File: config.mk
export PLATFORM = sky130hd
export DESIGN_NAME = fetch_prefetch_q
export DESIGN_NICKNAME = d
export VERILOG_FILES = /design/src/rtl/fetch_pkg.sv /design/src/rtl/fetch_fifo.sv /design/src/rtl/fetch_prefetch_q.sv
export SDC_FILE = /design/constraint.sdc
export NUM_CORES = 1
export LEC_CHECK = 0
export CAP_MARGIN = 40
export CORE_MARGIN = 3
export CORE_UTILIZATION = 59
export DETAILED_ROUTE_END_ITERATION = 8
export GPL_ROUTABILITY_DRIVEN = 0
export PLACE_DENSITY_LB_ADDON = 0.1
export SLEW_MARGIN = 20
export SYNTH_ARGS = -nofsm -noshare
export SYNTH_HDL_FRONTEND = slang
export SYNTH_SLANG_ARGS = --single-unit
File: constraint.sdc
create_clock -name clk -period 4.7 [get_ports clk]
set_input_delay 0.705 -clock clk [delete_from_list [all_inputs] [get_ports clk]]
set_output_delay 0.705 -clock clk [all_outputs]
set_load 0.005 [all_outputs]
File: src/rtl/fetch_pkg.sv
`default_nettype none
// ---------------------------------------------------------------------------
// fetch_pkg: shared types and defaults for the prefetching IF stage.  Rev 1.0
// ---------------------------------------------------------------------------
package fetch_pkg;

  localparam int FETCH_AW      = 16;
  localparam int FETCH_IW      = 16;
  localparam int FETCH_PC_STEP = 2;

  typedef enum logic [0:0] {
    IDLE = 1'b0,
    WAIT = 1'b1
  } fetch_state_e;

  typedef struct packed {
    logic [FETCH_IW-1:0] instr;
    logic [FETCH_AW-1:0] pc_inc;
  } fetch_entry_t;

  function automatic int ptr_width(input int depth);
    return (depth > 1) ? $clog2(depth) : 1;
  endfunction

endpackage
`default_nettype wire

File: src/rtl/fetch_fifo.sv
`default_nettype none
// ---------------------------------------------------------------------------
// fetch_fifo: DEPTH-entry prefetch queue with push/pop/flush.  Rev 1.0
// ---------------------------------------------------------------------------
module fetch_fifo
  import fetch_pkg::*;
#(
  parameter int  DEPTH = 4,
  parameter type T     = fetch_entry_t
) (
  input  logic                     clk,
  input  logic                     rst,
  input  logic                     push_i,
  input  T                         data_i,
  input  logic                     pop_i,
  input  logic                     flush_i,
  output T                         head_o,
  output logic [$clog2(DEPTH):0]   count_o,
  output logic                     empty_o
);

  localparam int PW = ptr_width(DEPTH);

  T              mem_q [DEPTH];
  logic [PW-1:0] wr_ptr_q;
  logic [PW-1:0] rd_ptr_q;
  logic [PW:0]   count_q;
  logic          full_w;
  logic          do_push_w;
  logic          do_pop_w;

  assign full_w    = (count_q == (PW+1)'(DEPTH));
  assign empty_o   = (count_q == '0);
  assign count_o   = count_q;
  assign head_o    = mem_q[rd_ptr_q];

  // A full queue still accepts a push when the head leaves in the same cycle.
  assign do_push_w = push_i & ~flush_i & (~full_w | pop_i);
  assign do_pop_w  = pop_i & ~flush_i & ~empty_o;

  always_ff @(posedge clk) begin
    if (rst || flush_i) begin
      wr_ptr_q <= '0;
      rd_ptr_q <= '0;
      count_q  <= '0;
    end else begin
      if (do_push_w) wr_ptr_q <= wr_ptr_q + 1'b1;
      if (do_pop_w)  rd_ptr_q <= rd_ptr_q + 1'b1;
      count_q <= count_q + {{PW{1'b0}}, do_push_w} - {{PW{1'b0}}, do_pop_w};
    end
  end

  always_ff @(posedge clk) begin
    if (do_push_w) mem_q[wr_ptr_q] <= data_i;
  end

endmodule
`default_nettype wire

File: src/rtl/fetch_prefetch_q.sv
`default_nettype none
// ---------------------------------------------------------------------------
// fetch_prefetch_q: IF stage - PC, blocking imem handshake, prefetch queue.
// FETCH_BYPASS_EN: a response into an empty queue goes straight to decode. Rev 1.0
// ---------------------------------------------------------------------------
module fetch_prefetch_q
  import fetch_pkg::*;
#(
  parameter int            AW       = FETCH_AW,
  parameter int            IW       = FETCH_IW,
  parameter int            DEPTH    = 4,
  parameter logic [AW-1:0] RESET_PC = '0,
  parameter int            PC_STEP  = FETCH_PC_STEP
) (
  input  logic          clk,
  input  logic          rst,
  input  logic          en_i,
  input  logic          halt_i,
  input  logic          redirect_i,
  input  logic [AW-1:0] redirect_pc_i,
  output logic [AW-1:0] imem_addr_o,
  output logic          imem_rd_o,
  input  logic [IW-1:0] imem_data_i,
  input  logic          imem_done_i,
  input  logic          imem_err_i,
  output logic          instr_valid_o,
  output logic [IW-1:0] instr_o,
  output logic [AW-1:0] pc_inc_o,
  input  logic          instr_ready_i,
  output logic          nop_o,
  output logic          err_o
);

  localparam int            CW     = $clog2(DEPTH) + 1;
  localparam logic [0:0]    S_IDLE = IDLE;
  localparam logic [0:0]    S_WAIT = WAIT;
  localparam logic [AW-1:0] STEP   = AW'(PC_STEP);

  typedef struct packed {
    logic [IW-1:0] instr;
    logic [AW-1:0] pc_inc;
  } entry_t;

  logic [0:0]    state_q, state_d;
  logic [AW-1:0] fetch_pc_q, fetch_pc_d;
  logic [AW-1:0] addr_q, addr_d;
  logic          squash_q, squash_d;
  logic          err_q;

  logic [CW-1:0] fifo_count_w;
  logic          fifo_empty_w;
  entry_t        fifo_head_w;
  entry_t        push_entry_w;
  logic          issue_w, resp_w, push_w, pop_w, bypass_w;
  logic [AW-1:0] resp_pc_inc_w;

  assign resp_w        = (state_q == S_WAIT) & imem_done_i;
  assign resp_pc_inc_w = addr_q + STEP;
  // A redirect in IDLE only retargets the PC; the fetch goes out a cycle later.
  assign issue_w       = (state_q == S_IDLE) & en_i & ~halt_i & ~redirect_i &
                         (fifo_count_w < CW'(DEPTH));

`ifdef FETCH_BYPASS_EN
  assign bypass_w = fifo_empty_w & resp_w & ~squash_q & instr_ready_i & ~redirect_i;
`else
  assign bypass_w = 1'b0;
`endif

  assign push_w              = resp_w & ~squash_q & ~redirect_i & ~bypass_w;
  assign pop_w               = instr_valid_o & instr_ready_i & ~redirect_i & ~bypass_w;
  assign push_entry_w.instr  = imem_data_i;
  assign push_entry_w.pc_inc = resp_pc_inc_w;

  always_comb begin
    instr_valid_o = ~fifo_empty_w;
    instr_o       = fifo_head_w.instr;
    pc_inc_o      = fifo_head_w.pc_inc;
    if (bypass_w) begin
      instr_valid_o = 1'b1;
      instr_o       = imem_data_i;
      pc_inc_o      = resp_pc_inc_w;
    end
  end

  always_comb begin
    state_d    = state_q;
    fetch_pc_d = fetch_pc_q;
    addr_d     = addr_q;
    squash_d   = squash_q;
    case (state_q)
      S_IDLE: begin
        if (redirect_i) begin
          fetch_pc_d = redirect_pc_i;
        end else if (issue_w) begin
          state_d = S_WAIT;
          addr_d  = fetch_pc_q;
        end
      end
      S_WAIT: begin
        if (imem_done_i) begin
          state_d  = S_IDLE;
          squash_d = 1'b0;
          if (redirect_i)     fetch_pc_d = redirect_pc_i;
          else if (!squash_q) fetch_pc_d = resp_pc_inc_w;
        end else if (redirect_i) begin
          // The miss cannot be aborted; remember to discard its data.
          squash_d   = 1'b1;
          fetch_pc_d = redirect_pc_i;
        end
      end
      default: state_d = S_IDLE;
    endcase
  end

  always_ff @(posedge clk) begin
    if (rst) begin
      state_q    <= S_IDLE;
      fetch_pc_q <= RESET_PC;
      addr_q     <= RESET_PC;
      squash_q   <= 1'b0;
      err_q      <= 1'b0;
    end else begin
      state_q    <= state_d;
      fetch_pc_q <= fetch_pc_d;
      addr_q     <= addr_d;
      squash_q   <= squash_d;
      err_q      <= err_q | imem_err_i;
    end
  end

  assign imem_rd_o   = (state_q == S_WAIT);
  assign imem_addr_o = (state_q == S_WAIT) ? addr_q : fetch_pc_q;
  assign nop_o       = ~instr_valid_o | redirect_i;
  assign err_o       = err_q;

  fetch_fifo #(
    .DEPTH (DEPTH),
    .T     (entry_t)
  ) u_fifo (
    .clk     (clk),
    .rst     (rst),
    .push_i  (push_w),
    .data_i  (push_entry_w),
    .pop_i   (pop_w),
    .flush_i (redirect_i),
    .head_o  (fifo_head_w),
    .count_o (fifo_count_w),
    .empty_o (fifo_empty_w)
  );

endmodule
`default_nettype wire
# After elaboration in Yosys (flattened, before gate mapping)
# Memories as Yosys holds them, arrays and structs flattened. A register that Yosys moved wholly into a read port is not among the register bits.
# Index checks and enable logic that the tools add are counted.
# op_classes
n_bitwise	22
magnitude_cmp	1
n_eq_ne	2
n_mux	16
n_addsub	5
reduce_logical	5
# op_table
operator	count
16-bit 2-to-1 mux	5
16-bit case mux with 2 select lines	1
16-bit by 2-bit adder with 16-bit output, second input constant	1
1-bit AND	13
1-bit 2-to-1 mux	7
1-bit NOT	6
2-bit by 1-bit adder with 2-bit output, second input constant	2
2-bit 2-to-1 mux	2
4-bit inequality test, second input constant	1
3-bit by 1-bit adder with 3-bit output	1
3-bit equality test, second input constant	1
3-bit zero test	1
3-bit less-than comparator, second input constant	1
1-bit bitwise OR	3
3-bit AND reduction	1
3-bit by 1-bit subtractor with 3-bit output	1
1-bit case mux with 2 select lines	1
2-bit AND reduction	1
2-bit nonzero test	1
1-bit logical OR	1
# totals
inputBits	40
register_bits	42
ram_bits	128
wordCells	60
output_inout_bits	52
n_memories	1
# memory_table
memory	words	width	read_ports	rd_clocked_by_memory_dff	write_ports	line	rtl
u_fifo.mem_q	4	32	1	1	1	fetch_fifo.sv:24	T mem_q [DEPTH];

# Depth between registers and ports, before layout
# Gate-level depths: netlist of run 1.
# logic_depth
ltp_word	8
mapped_depth	8
mapped_depth_nobuf	8

# By module
# A second synthesis of run 1 with hierarchy kept.
# hier_totals
hier_cells	481
area_unflattened_um2	7213.2
# modules_own_cells
module	instances	cells_each	area_per_inst_um2	seq_area_each_um2
fetch_fifo	1	219	5112.4	4023.9
fetch_prefetch_q	1	262	2100.8	700.7

# Least setup slack after synthesis of run 1
# OpenSTA, ideal clock, no wires.
# synth_timing
path_type	input -> register
start	in imem_done_i
end	mem u_fifo.mem_q[0][0] in the netlist's numbering, enable pin
setup_ns	0.392
path_buffers	0
cell_stages	3
t_required_ns	4.308
slack_ns	2.178
t_arrival_ns	2.130
path_cell_list	nand3b_1 > nor3_2 > and2_1
# synth_between
elab_chain_cells	7
# synth_rtl
element	line	rtl
start: declaration	fetch_prefetch_q.sv:24	input logic imem_done_i,
1-bit AND	fetch_prefetch_q.sv:57	assign resp_w = (state_q == S_WAIT) & imem_done_i;
1-bit AND (2 in series)	fetch_prefetch_q.sv:69	assign push_w = resp_w & ~squash_q & ~redirect_i & ~bypass_w;
1-bit AND (2 in series)	fetch_fifo.sv:38	assign do_push_w = push_i & ~flush_i & (~full_w | pop_i);
named net u_fifo.do_push_w	fetch_fifo.sv:29	logic do_push_w;
1-bit 2-to-1 mux	fetch_fifo.sv:54	if (do_push_w) mem_q[wr_ptr_q] <= data_i;
1-bit 2-to-1 mux (implied by the code)	fetch_fifo.sv:54	
end: declaration	fetch_fifo.sv:24	
# The timed path passes the listed nets, and every way through them passes these cells.

==> results of run 1 <==
[where the power goes]
| group | leakage (uW) | total [uW] | internal, uW | switching [uW] |
|---|---|---|---|---|
| clock network | 0.000309 | 1540 | 954 | 588 |
| registers | 0.00154 | 1650 | 1640 | 12.5 |
| logic | 0.00111 | 133 | 74.3 | 58.3 |
[worst paths after layout]
| kind | to | start |
|---|---|---|
| worst max-delay path | instr_o[3] | flip-flop |
| worst max register to register | u_fifo.mem_q[0][2] | imem_rd_o |
| worst min-delay path | addr_q[12] | fetch_pc_q[12] |
| worst min register to register | addr_q[12] | fetch_pc_q[12] |
[through the flow]
step	total power, uW	std cells	utilization (%)	worst slack [ns]	hold WS [ns]
after detailed placement	1810	679	70.1	1.74	0.443
final	3320	711	75.9	1.56	0.454
after global routing	3420	711	75.9	1.38	0.478
after global placement	1810	678	69.9	1.73	0.436
after floorplan	1730	458	-	2.18	0.432
after CTS	3350	711	75.9	1.47	0.453
[final cells by class]
| cell class | instances | area [sq um] |
|---|---|---|
| clock buffer | 17 | 425 |
| timing repair buffer | 103 | 1010 |
| multi-input combinational | 248 | 2070 |
| clock inverter | 15 | 235 |
| tap | 143 | 179 |
| inverter | 13 | 48.8 |
| fill | 698 | 2770 |
| sequential | 172 | 4730 |
[cell families after synthesis]
kind of cell | after synthesis
compound gates | 52
xor+xnor | 18
fa+ha+maj | 8
buf+inv | 38
flops | 172
mux | 47
simple gates | 123
[routing by layer]
metal / GRT usage, % / share of wire [%]
met1: 28.8 / 42
met2: 36.2 / 50
met3: 5.07 / 5.8
met4: 9.98 / 2.2
met5: 0 / 0
[worst max-delay path: stages (launching register included)]
cell and delay [ns]:
dfxtp_2 0.56, buf_12 0.23, buf_4 0.23, mux4_2 0.52
clkdlybuf4s50_1 0.46
[cells in the final DEF, fill, tap and decap left out, types with 2 or more instances in the layout]
master | netlist | layout
mux2i_1 | 2 | 2
nor4b_1 | 2 | 2
inv_6 | 0 | 3
a221oi_1 | 3 | 3
clkinvlp_4 | 0 | 4
mux2_2 | 13 | 13
xor2_1 | 9 | 9
nor2_1 | 26 | 26
nand2b_1 | 3 | 3
a21oi_1 | 25 | 25
buf_4 | 0 | 11
clkbuf_16 | 0 | 17
and2_1 | 6 | 6
clkdlybuf4s50_1 | 0 | 91
and3_1 | 3 | 3
xnor2_1 | 9 | 9
bufinv_16 | 0 | 5
nor3_1 | 6 | 6
o21ai_0 | 10 | 10
o22ai_1 | 3 | 3
edfxtp_1 | 128 | 128
a211oi_1 | 2 | 2
nand3_1 | 5 | 5
inv_1 | 13 | 13
nor2b_1 | 3 | 3
ha_1 | 7 | 7
o32ai_1 | 2 | 2
a21o_1 | 2 | 2
nand2_1 | 58 | 58
dfxtp_1 | 44 | 43
mux4_2 | 32 | 32
clkinv_4 | 0 | 2
[state kept, by name, summed over array words and instances (netlist names), named ones only]
name             cells
u_fifo.wr_ptr_q      2
squash_q             1
u_fifo.rd_ptr_q      2
err_o                1
addr_q              16
u_fifo.count_o       3
fetch_pc_q          16
u_fifo.mem_q       128
imem_rd_o            1
==> metrics.md, run 1 <==
| Metric | Value |
|---|---|
| Compound-Gate Fraction of Synth Area | `4.68%` |
| Share of layout cells above drive strength 1 | `17.1%` |
| First-pass GRT wire length | `22.1 mm` |
| Synth unique cells | `45` |
| YS warnings | `0` |
| Drt pass-1 iters | `4` |
| CTS Sinks | `172` |
| Leakage | `just under 0.003 uW` |
| Overall Global Routing Usage | `between 20% and 30%` |
| CTS tree | `done` |
| Most common cell in the netlist | `edfxtp_1` |
| FF-to-FF setup slack | `1.97 ns` |
| Total congestion overflow | `0` |
| Max Slew Vio Count | `0` |
| Initial antenna violation count | `0` |
| Simple-gate share of the synthesized area | `8.57%` |
| Post-detail-place hpwl | `8.35 mm` |
| WP data required | `3.99 ns` |
| Count of flip-flops with a built-in enable after synthesis | `128` |
| Outcome | `finished, final reports clean` |
| Via-to-Cell Ratio | `between 5 and 6` |
| Maxcap violations | `0` |
| Synthesized area | `roughly 0.0069 sq mm` |
| # IOs | `92` |
| Full die area | `roughly 0.013 sq mm` |
| Fmax | `between 0.3 and 0.4 GHz` |
| Starting density of the core | `60.6%` |
| Worst-path fanout max | `16` |
| Hold Crit Depth | `2` |
| Inserted Diodes | `0` |
| Clock Skew | `~0.012 ns` |
| NumNets Final | `approximately 600` |
| Adder-cell share of the synthesized area | `1.55%` |
| Share of flip-flops with an asynchronous set or reset | `0%` |
| Yosys reg bits | `172` |
| Post-CTS Hold Buffers | `0` |
| Synth Flop Type | `edfxtp_1` |
| Vias in the first global route | `4302` |
| # setup viols final | `0` |
| Crit path launch type | `flip-flop` |
| IO buf count | `a little over 90` |
| Slew @ Worst Pin | `0.751 ns` |
| Setup TNS | `0 ns` |
| Setup CP Type | `reg2out` |
| Synth Area in XOR/XNOR | `around 2.3%` |
| Hold Vio Cnt, Final | `0` |
| Worst-skew pair later-pin latency | `about 0.42 ns` |
| Number of buffers created by CTS | `17` |
| Min-Delay Path Class | `reg2reg` |
| Main combinational cell family by area after synthesis | `multiplexers` |
| RSZ-0062 raised after global routing | `false` |
| Yosys top cell area share | `55.3%` |
| Clock-pin transition on the worst setup and hold timing paths | `0.07 ns` |
| Final Cell Area | `0.00870 sq mm` |
| Largest area contributor in the netlist | `edfxtp_1` |
| Clk buf depth | `2` |
| Post-CTS Resized | `0` |
| Drt first-iter violations | `301` |
| Die Height | `115 um` |
| R2R depth | `6` |
| WP data arrival | `2.44 ns` |
| Avg Synthesized Cell Area | `about 15 sq um` |
| DRC violation count after routing | `0` |
| Core ar. | `0.0115 sq mm` |
| Min Tclk post-route | `3.14 ns` |
| Period utilisation layout | `66.9%` |
| P&R area growth vs syn | `25.2%` |
| PwrDens | `382 mW/mm^2` |
| Postcts setup bufs | `0` |
| WL final | `13.7 mm` |
| Post-DP Area | `0.00804 sq mm` |
| Avg WL per Cell | `roughly 19 um` |
| Cell count after synthesis | `between 400 and 500` |
| Clk root buf | `clkbuf_16` |
| Post-Syn Nets | `approximately 510` |
| Detail Route Antenna Nets | `0` |
| Synth top cells by count | `edfxtp_1 (128), nand2_1 (58), dfxtp_1 (44)` |
| Via count | `roughly 4000` |
| CP endpoint kind | `primary output` |
| Mux cell area share after synthesis | `around 13%` |
| Worst slew margin | `49.8%` |
| Die X | `115 um` |
| Area contributors post-synth | `edfxtp_1 (55%), dfxtp_1 (13%), mux4_2 (10%)` |
| Cell Rows | `39` |
| # H-tree levels | `4` |
| Max rail drop VDD | `262 uV` |
| Largest net degree at the start of global routing | `33` |
| Sequential share of the synthesized area | `68.0%` |
(Power assumes the default switching activity.)
==> inputs of run 2 (changes only) <==
--- a/config.mk
+++ b/config.mk
@@ -7,7 +7,7 @@
 export LEC_CHECK = 0
 export CAP_MARGIN = 40
 export CORE_MARGIN = 3
-export CORE_UTILIZATION = 59
+export CORE_UTILIZATION = 49
 export DETAILED_ROUTE_END_ITERATION = 8
 export GPL_ROUTABILITY_DRIVEN = 0
 export PLACE_DENSITY_LB_ADDON = 0.1
==> constraint.sdc (replaced) <==
create_clock -name clk -period 2.7 [get_ports clk]
set_input_delay 0.405 -clock clk [delete_from_list [all_inputs] [get_ports clk]]
set_output_delay 0.405 -clock clk [all_outputs]
set_load 0.005 [all_outputs]
==> run 2 against run 1 <==
Net effect: die area rose by 19%; combinational power increased by 78%; final area increased by 0.10%; sequential power up 74%; via count down 1.4%; clock skew fell by 0.0025 ns; count of clock-buffer cells in the layout rose by 1; first-iteration DRC count decreased by 16%; non-clock buffer count increased by 7; sequential share of layout area barely moved; highest routed layer unchanged; clock power rose by 45%; register-to-register slack got worse by 1.5 ns; critical endpoint is now pc_inc_o[7].
==> metrics.md, run 2 (synthesized netlist as in run 1, its figures left out) <==
| Metric | Value |
|---|---|
| Setup TNS | `0 ns (unchanged)` |
| Delay-heaviest family, CP | `buffers and inverters` |
| Min-Delay Path Class | `reg2reg` |
| NumNets Final | `610 (+1.2%)` |
| Hold Crit Depth | `2 (unchanged)` |
| # H-tree levels | `4 (unchanged)` |
| Cell Rows | `42 (+7.7%)` |
| P&R area growth vs syn | `25.3%` |
| RSZ-0062 raised after global routing | `false` |
| FF-to-FF setup slack | `0.46 ns (-1.51 ns)` |
| Outcome | `finished, final reports clean` |
| Register area | `0.00473 sq mm (about the same)` |
| Total congestion overflow | `0 (unchanged)` |
| Drt first-iter violations | `252 (-16%)` |
| Clock-pin transition on the worst setup and hold timing paths | `0.07 ns (about the same)` |
| WP buf/inv | `2 (-1)` |
| Period utilisation layout | `92.2%` |
| Util after Layout | `64.2% (-12 points)` |
| Post-DP Area | `0.00817 sq mm (+1.6%)` |
| Most flops, register | `u_fifo.mem_q` |
| Max Slew Vio Count | `0 (unchanged)` |
| Worst-skew pair later-pin latency | `0.42 ns (about the same)` |
| Min Tclk post-route | `2.49 ns` |
| # IOs | `92 (unchanged)` |
| Clock Skew | `0.00963 ns (-0.00253 ns)` |
| WP data required | `2.30 ns (-1.69 ns)` |
| WL final | `13.7 mm (-0.15%)` |
| Worst R2R End | `u_fifo.count_o[2]` |
| Clk root buf | `clkbuf_16` |
| Leakage | `0.00296 uW (+0.16%)` |
| Maxcap violations | `0 (unchanged)` |
| Post-detail-place hpwl | `8.91 mm (+6.8%)` |
| Core ar. | `0.0136 sq mm (+18%)` |
| Crit-path max cell delay | `0.54 ns (-0.02 ns)` |
| Via-to-Cell Ratio | `5.41 (-6.4%)` |
| Die Height | `125 um (+9.2%)` |
| Slew @ Worst Pin | `0.631 ns (-0.120 ns)` |
| Worst slew margin | `57.9% (+8.1 points)` |
| Final Cell Area | `0.00871 sq mm (+0.10%)` |
| # setup viols final | `0 (unchanged)` |
| Full die area | `0.0156 sq mm (+19%)` |
| Drt pass-1 iters | `4 (unchanged)` |
| Largest register FFs | `128 (unchanged)` |
| Layout fillers | `1002 (+44%)` |
| Initial antenna violation count | `0 (unchanged)` |
| Postcts setup bufs | `0 (unchanged)` |
| CTS tree | `done` |
| Via count | `4052 (-1.4%)` |
| Crit path launch type | `flip-flop` |
| Setup CP Type | `reg2out` |
| Commonest non-fill, non-tap cell in the layout | `edfxtp_1` |
| R2R depth | `8 (+2)` |
| Vias in the first global route | `4237 (-1.5%)` |
| Die X | `125 um (+9.2%)` |
| Share of layout cells above drive strength 1 | `17.1% (+0.026 points)` |
| First-pass GRT wire length | `22.4 mm (+1.6%)` |
| Avg WL per Cell | `18.3 um (-5.2%)` |
| WP data arrival | `2.08 ns (-0.36 ns)` |
| Largest net degree at the start of global routing | `41 (+24%)` |
| IO buf count | `91 (unchanged)` |
| DRC violation count after routing | `0 (unchanged)` |
| Overall Global Routing Usage | `18.3% (-4.0 points)` |
| CTS Sinks | `172 (unchanged)` |
| Hold Vio Cnt, Final | `0 (unchanged)` |
| Number of buffers created by CTS | `17 (unchanged)` |
| Top flop regs | `u_fifo.mem_q x128, addr_q x16, fetch_pc_q x16` |
| CP Cell Sequence | `buf_12 -> mux4_2 -> clkdlybuf4s50_1` |
| PwrDens | `613 mW/mm^2 (+60%)` |
| Most frequent cells in the layout | `edfxtp_1 (128), clkdlybuf4s50_1 (91), nand2_1 (58)` |
| Inserted Diodes | `0 (unchanged)` |
| Hold_sp | `fetch_pc_q[10]` |
| Max rail drop VDD | `407 uV (+55%)` |
| Detail Route Antenna Nets | `0 (unchanged)` |
| Slowest cell on the critical path | `mux4_2` |
| Fmax | `0.402 GHz` |
| Clk buf depth | `2 (unchanged)` |
| CP endpoint kind | `primary output` |
| Starting density of the core | `51.3% (-9.3 points)` |
| Worst Hold End | `addr_q[10]` |
| Worst-path fanout max | `12 (-4)` |
| Post-CTS Hold Buffers | `0 (unchanged)` |
| Worst r2r src | `u_fifo.count_o[2]` |
| Multi-input gate area | `0.00207 sq mm (unchanged)` |
run 2: cell count changes in the layout (fill, tap and decap cells not counted):
cell        change
clkinv_2        +6
buf_4           +4
clkinvlp_4      -4
buf_12          +3
bufinv_16       -3
clkinv_1        +3
inv_6           -3
clkinv_4        -2
clkbuf_1        +1
clkinvlp_2      +1
dfxtp_2         -1
dfxtp_4         +1
inv_8           -1
run 2: where the power goes:
part           switching [uW]  internal, uW  leakage, uW
clock                     905          1330     0.000267
sequential               20.2          2850      0.00154
combinational             105           133      0.00115
run 2: worst max path at each step:
stage / start / to / slack [ns] / depth (start not counted)
after floorplan: imem_rd_o / u_fifo.mem_q[1][0] / 0.37 / 4
after global placement: redirect_i / u_fifo.mem_q[3][15] / 0.32 / 6
after detailed placement: redirect_i / u_fifo.mem_q[2][15] / 0.26 / 6
after CTS: flip-flop / pc_inc_o[7] / 0.05 / 3
after global routing: flip-flop / pc_inc_o[10] / 0.11 / 3
final: flip-flop / pc_inc_o[7] / 0.21 / 3
run 2: layout make-up:
| cell class | count | area share [%] |
|---|---|---|
| flip-flops and latches | 172 | 54.3 |
| multi-input cells | 248 | 23.8 |
| repair buffers | 110 | 12.7 |
| clock buffers | 18 | 4.93 |
| well taps | 176 | 2.53 |
| clock inverters | 12 | 1.22 |
| inverters | 13 | 0.560 |
run 2: worst min-delay path: cells and delay by family, from the launching register on:
family,cells,cell delay (ns)
compound gates,1,0.05
simple gates,1,0.05
flops,1,0.31
run 2: stage by stage:
step                power (uW)  cells  hold WS [ns]  worst slack (ns)
floorplan                 3020    458         0.432             0.371
finish                    5340    749         0.458             0.211
global placement          3160    719         0.437             0.316
global route              5510    749         0.468             0.110
CTS                       5380    749         0.459            0.0453
detailed placement        3160    719         0.450             0.260
run 2: timing repair:
| item | 4_1_cts | 5_1_grt |
|---|---|---|
| gates resized for setup | 0 | 1 |
| endpoints found under the setup margin | 0 | 7 |
| hold endpoints to repair | 0 | 0 |
run 2: layer usage:
| metal | share of wire [%] | routed length, um | GRT usage, % | up-vias |
|---|---|---|---|---|
| met2 | 49 | 6710 | 29.9 | 116 |
| li1 | - | - | - | 1922 |
| met3 | 5.1 | 694 | 4.09 | 12 |
| met4 | 1.0 | 142 | 5.74 | 0 |
| met1 | 45 | 6160 | 24.6 | 2002 |
| met5 | 0 | 0 | 0 | - |
==> inputs of run 3 (changes only) <==
==> constraint.sdc (replaced) <==
create_clock -name clk -period 2 [get_ports clk]
set_input_delay 0.3 -clock clk [delete_from_list [all_inputs] [get_ports clk]]
set_output_delay 0.3 -clock clk [all_outputs]
set_load 0.005 [all_outputs]
==> run 3 against run 2 <==
Net effect: the run now ends with setup timing left; hold slack lost 0.013 ns; final area increased by 5.3%; cell count up 5.6%; critical path depth is 4 higher; register-to-register slack got worse by 0.55 ns; flip-flop and latch count stayed put; via count up 4.9%; largest cell class unchanged.
==> metrics.md, run 3 (synthesized netlist as in run 1, its figures left out) <==
| Metric | Value |
|---|---|
| Setup CP Type | `reg2reg` |
| CP endpoint kind | `flip-flop` |
| IO buf count | `91 (unchanged)` |
| Die Height | `125 um (unchanged)` |
| Worst-path fanout max | `2 (-10)` |
| Via count | `4251 (+4.9%)` |
| Die X | `125 um (unchanged)` |
| Worst slew margin | `62.2% (+4.3 points)` |
| Post-detail-place hpwl | `9.12 mm (+2.3%)` |
| Clock-pin transition on the worst setup and hold timing paths | `0.06 ns (about the same)` |
| Initial antenna violation count | `0 (unchanged)` |
| Detail Route Antenna Nets | `0 (unchanged)` |
| Maxcap violations | `0 (unchanged)` |
| CTS tree | `done` |
| Period utilisation layout | `105%` |
| Failing checks | `setup timing` |
| Inserted Diodes | `0 (unchanged)` |
| P&R area growth vs syn | `31.9%` |
| Min Tclk post-route | `between 2 and 2.5 ns` |
| Max Slew Vio Count | `0 (unchanged)` |
| # H-tree levels | `4 (unchanged)` |
| DRC violation count after routing | `0 (unchanged)` |
| Clk root buf | `clkbuf_16` |
| Hold Vio Cnt, Final | `0 (unchanged)` |
| Full die area | `0.0156 sq mm (unchanged)` |
| # setup viols final | `12 (+12)` |
| Commonest non-fill, non-tap cell in the layout | `edfxtp_1` |
| Clk buf depth | `2 (unchanged)` |
| Timing startpoint of the critical path | `u_fifo.count_o[2]` |
| Non-filler cells, final | `791 (+5.6%)` |
| WP data arrival | `2.46 ns (+0.38 ns)` |
| PwrDens | `819 mW/mm^2 (+34%)` |
| Vias in the first global route | `4376 (+3.3%)` |
| CTS Sinks | `172 (unchanged)` |
| Drt pass-1 iters | `5 (+1)` |
| Avg WL per Cell | `17.9 um (-2.2%)` |
| Total congestion overflow | `0 (unchanged)` |
| Starting density of the core | `51.3% (unchanged)` |
| Most frequent cells in the layout | `edfxtp_1 (128), nand2_1 (58), clkdlybuf4s50_1 (44)` |
| RSZ-0062 raised after global routing | `true` |
| Post-route setup slack | `-0.0948 ns (-0.306 ns)` |
| Number of buffers created by CTS | `17 (unchanged)` |
| Hold_sp | `redirect_pc_i[0]` |
| Min-Delay Path Class | `in2reg` |
| Drt first-iter violations | `279 (+11%)` |
| NumNets Final | `650 (+6.6%)` |
| Fmax | `0.477 GHz` |
| Most flops, register | `u_fifo.mem_q` |
| Worst r2r src | `u_fifo.count_o[2]` |
| Clock Skew | `0.0104 ns (+0.000739 ns)` |
| Top flop regs | `u_fifo.mem_q x128, addr_q x16, fetch_pc_q x16` |
| Via-to-Cell Ratio | `5.37 (-0.66%)` |
| Cell Rows | `42 (unchanged)` |
| Leakage | `0.00330 uW (+11%)` |
| Slew @ Worst Pin | `0.563 ns (-0.0684 ns)` |
| Core ar. | `0.0136 sq mm (unchanged)` |
| Largest register FFs | `128 (unchanged)` |
| Outcome | `finished, violations left` |
| Crit path launch type | `flip-flop` |
| WL final | `14.2 mm (+3.3%)` |
| Max rail drop VDD | `406 uV (-0.14%)` |
| WP data required | `2.37 ns (+0.07 ns)` |
| First-pass GRT wire length | `23.1 mm (+3.1%)` |
| Setup TNS | `-0.578 ns (-0.578 ns)` |
| Largest net degree at the start of global routing | `33 (-20%)` |
| Worst-skew pair later-pin latency | `0.42 ns (about the same)` |
| # IOs | `92 (unchanged)` |
| Overall Global Routing Usage | `19.0% (+0.69 points)` |
| Share of layout cells above drive strength 1 | `30.6% (+13 points)` |
| Placed cells | `739 (+2.8%)` |
==> run 3: cell types whose count changed in the layout (fill, tap and decap cells not counted), sizes merged, moves of 2 or more <==
| cell | delta |
|---|---|
| clkdlybuf4s50 | -47 |
| dlygate4sd2 | +13 |
| buf | +71 |
| bufinv | +2 |
| clkdlybuf4s15 | +2 |
| clkinv | -2 |
==> run 3: critical path, cell delays in order, from the launching register on <==
cell and delay [ns]:
dfxtp_2 0.32, or3_4 0.38, and3b_2 0.25, ha_4 0.26
inv_2 0.04, ha_4 0.15, fa_2 0.52, and2_4 0.12
==> run 3: what timing repair did <==
item	in CTS	in global routing
pin swaps	1	4
buffers inserted	19	2
hold buffers	0	0
setup endpoints to repair	51	40
cloned	4	0
gates resized for setup	159	25
==> run 3: layer usage <==
metal,GRT usage (%),up-vias,routed length (um)
li1,-,2004,-
met1,25.8,2093,6260
met2,30.1,136,6800
met3,5.29,18,898
met4,5.80,0,208
met5,0,-,0
==> run 3: area by class of cell <==
cell class / instances / area (sq um)
repair buffers: 150 / 1430
multi-input cells: 248 / 2130
well taps: 176 / 220
clock inverters: 14 / 174
inverters: 13 / 48.8
flip-flops and latches: 172 / 4730
fillers: 963 / 4390
clock buffers: 18 / 429
==> run 3: path summary, 6_finish.rpt <==
check | to | slack (ns) | depth (start not counted)
max | u_fifo.count_o[1] | -0.09 | 7
min | fetch_pc_q[0] | 0.45 | 3
max reg2reg | u_fifo.count_o[1] | -0.09 | 7
min reg2reg | addr_q[12] | 0.46 | 2
==> run 3: report_power, final <==
part / total (uW) / internal, uW / switching [uW]
clock network: 3310 / 2070 / 1240
logic: 332 / 183 / 149
registers: 3870 / 3850 / 24.0
==> run 3: per-stage QoR <==
step                worst slack (ns)  hold WS, ns  utilization, %  power [uW]  area, sq um
finish                       -0.0948        0.445            67.6        7510         9170
global placement              -0.110        0.435            62.2        4280         8440
CTS                          -0.0655        0.429            67.4        7580         9130
floorplan                    -0.0444        0.396               -        4080         6970
global route                  -0.153        0.432            67.6        7760         9170
detailed placement            -0.163        0.446            62.2        4290         8440
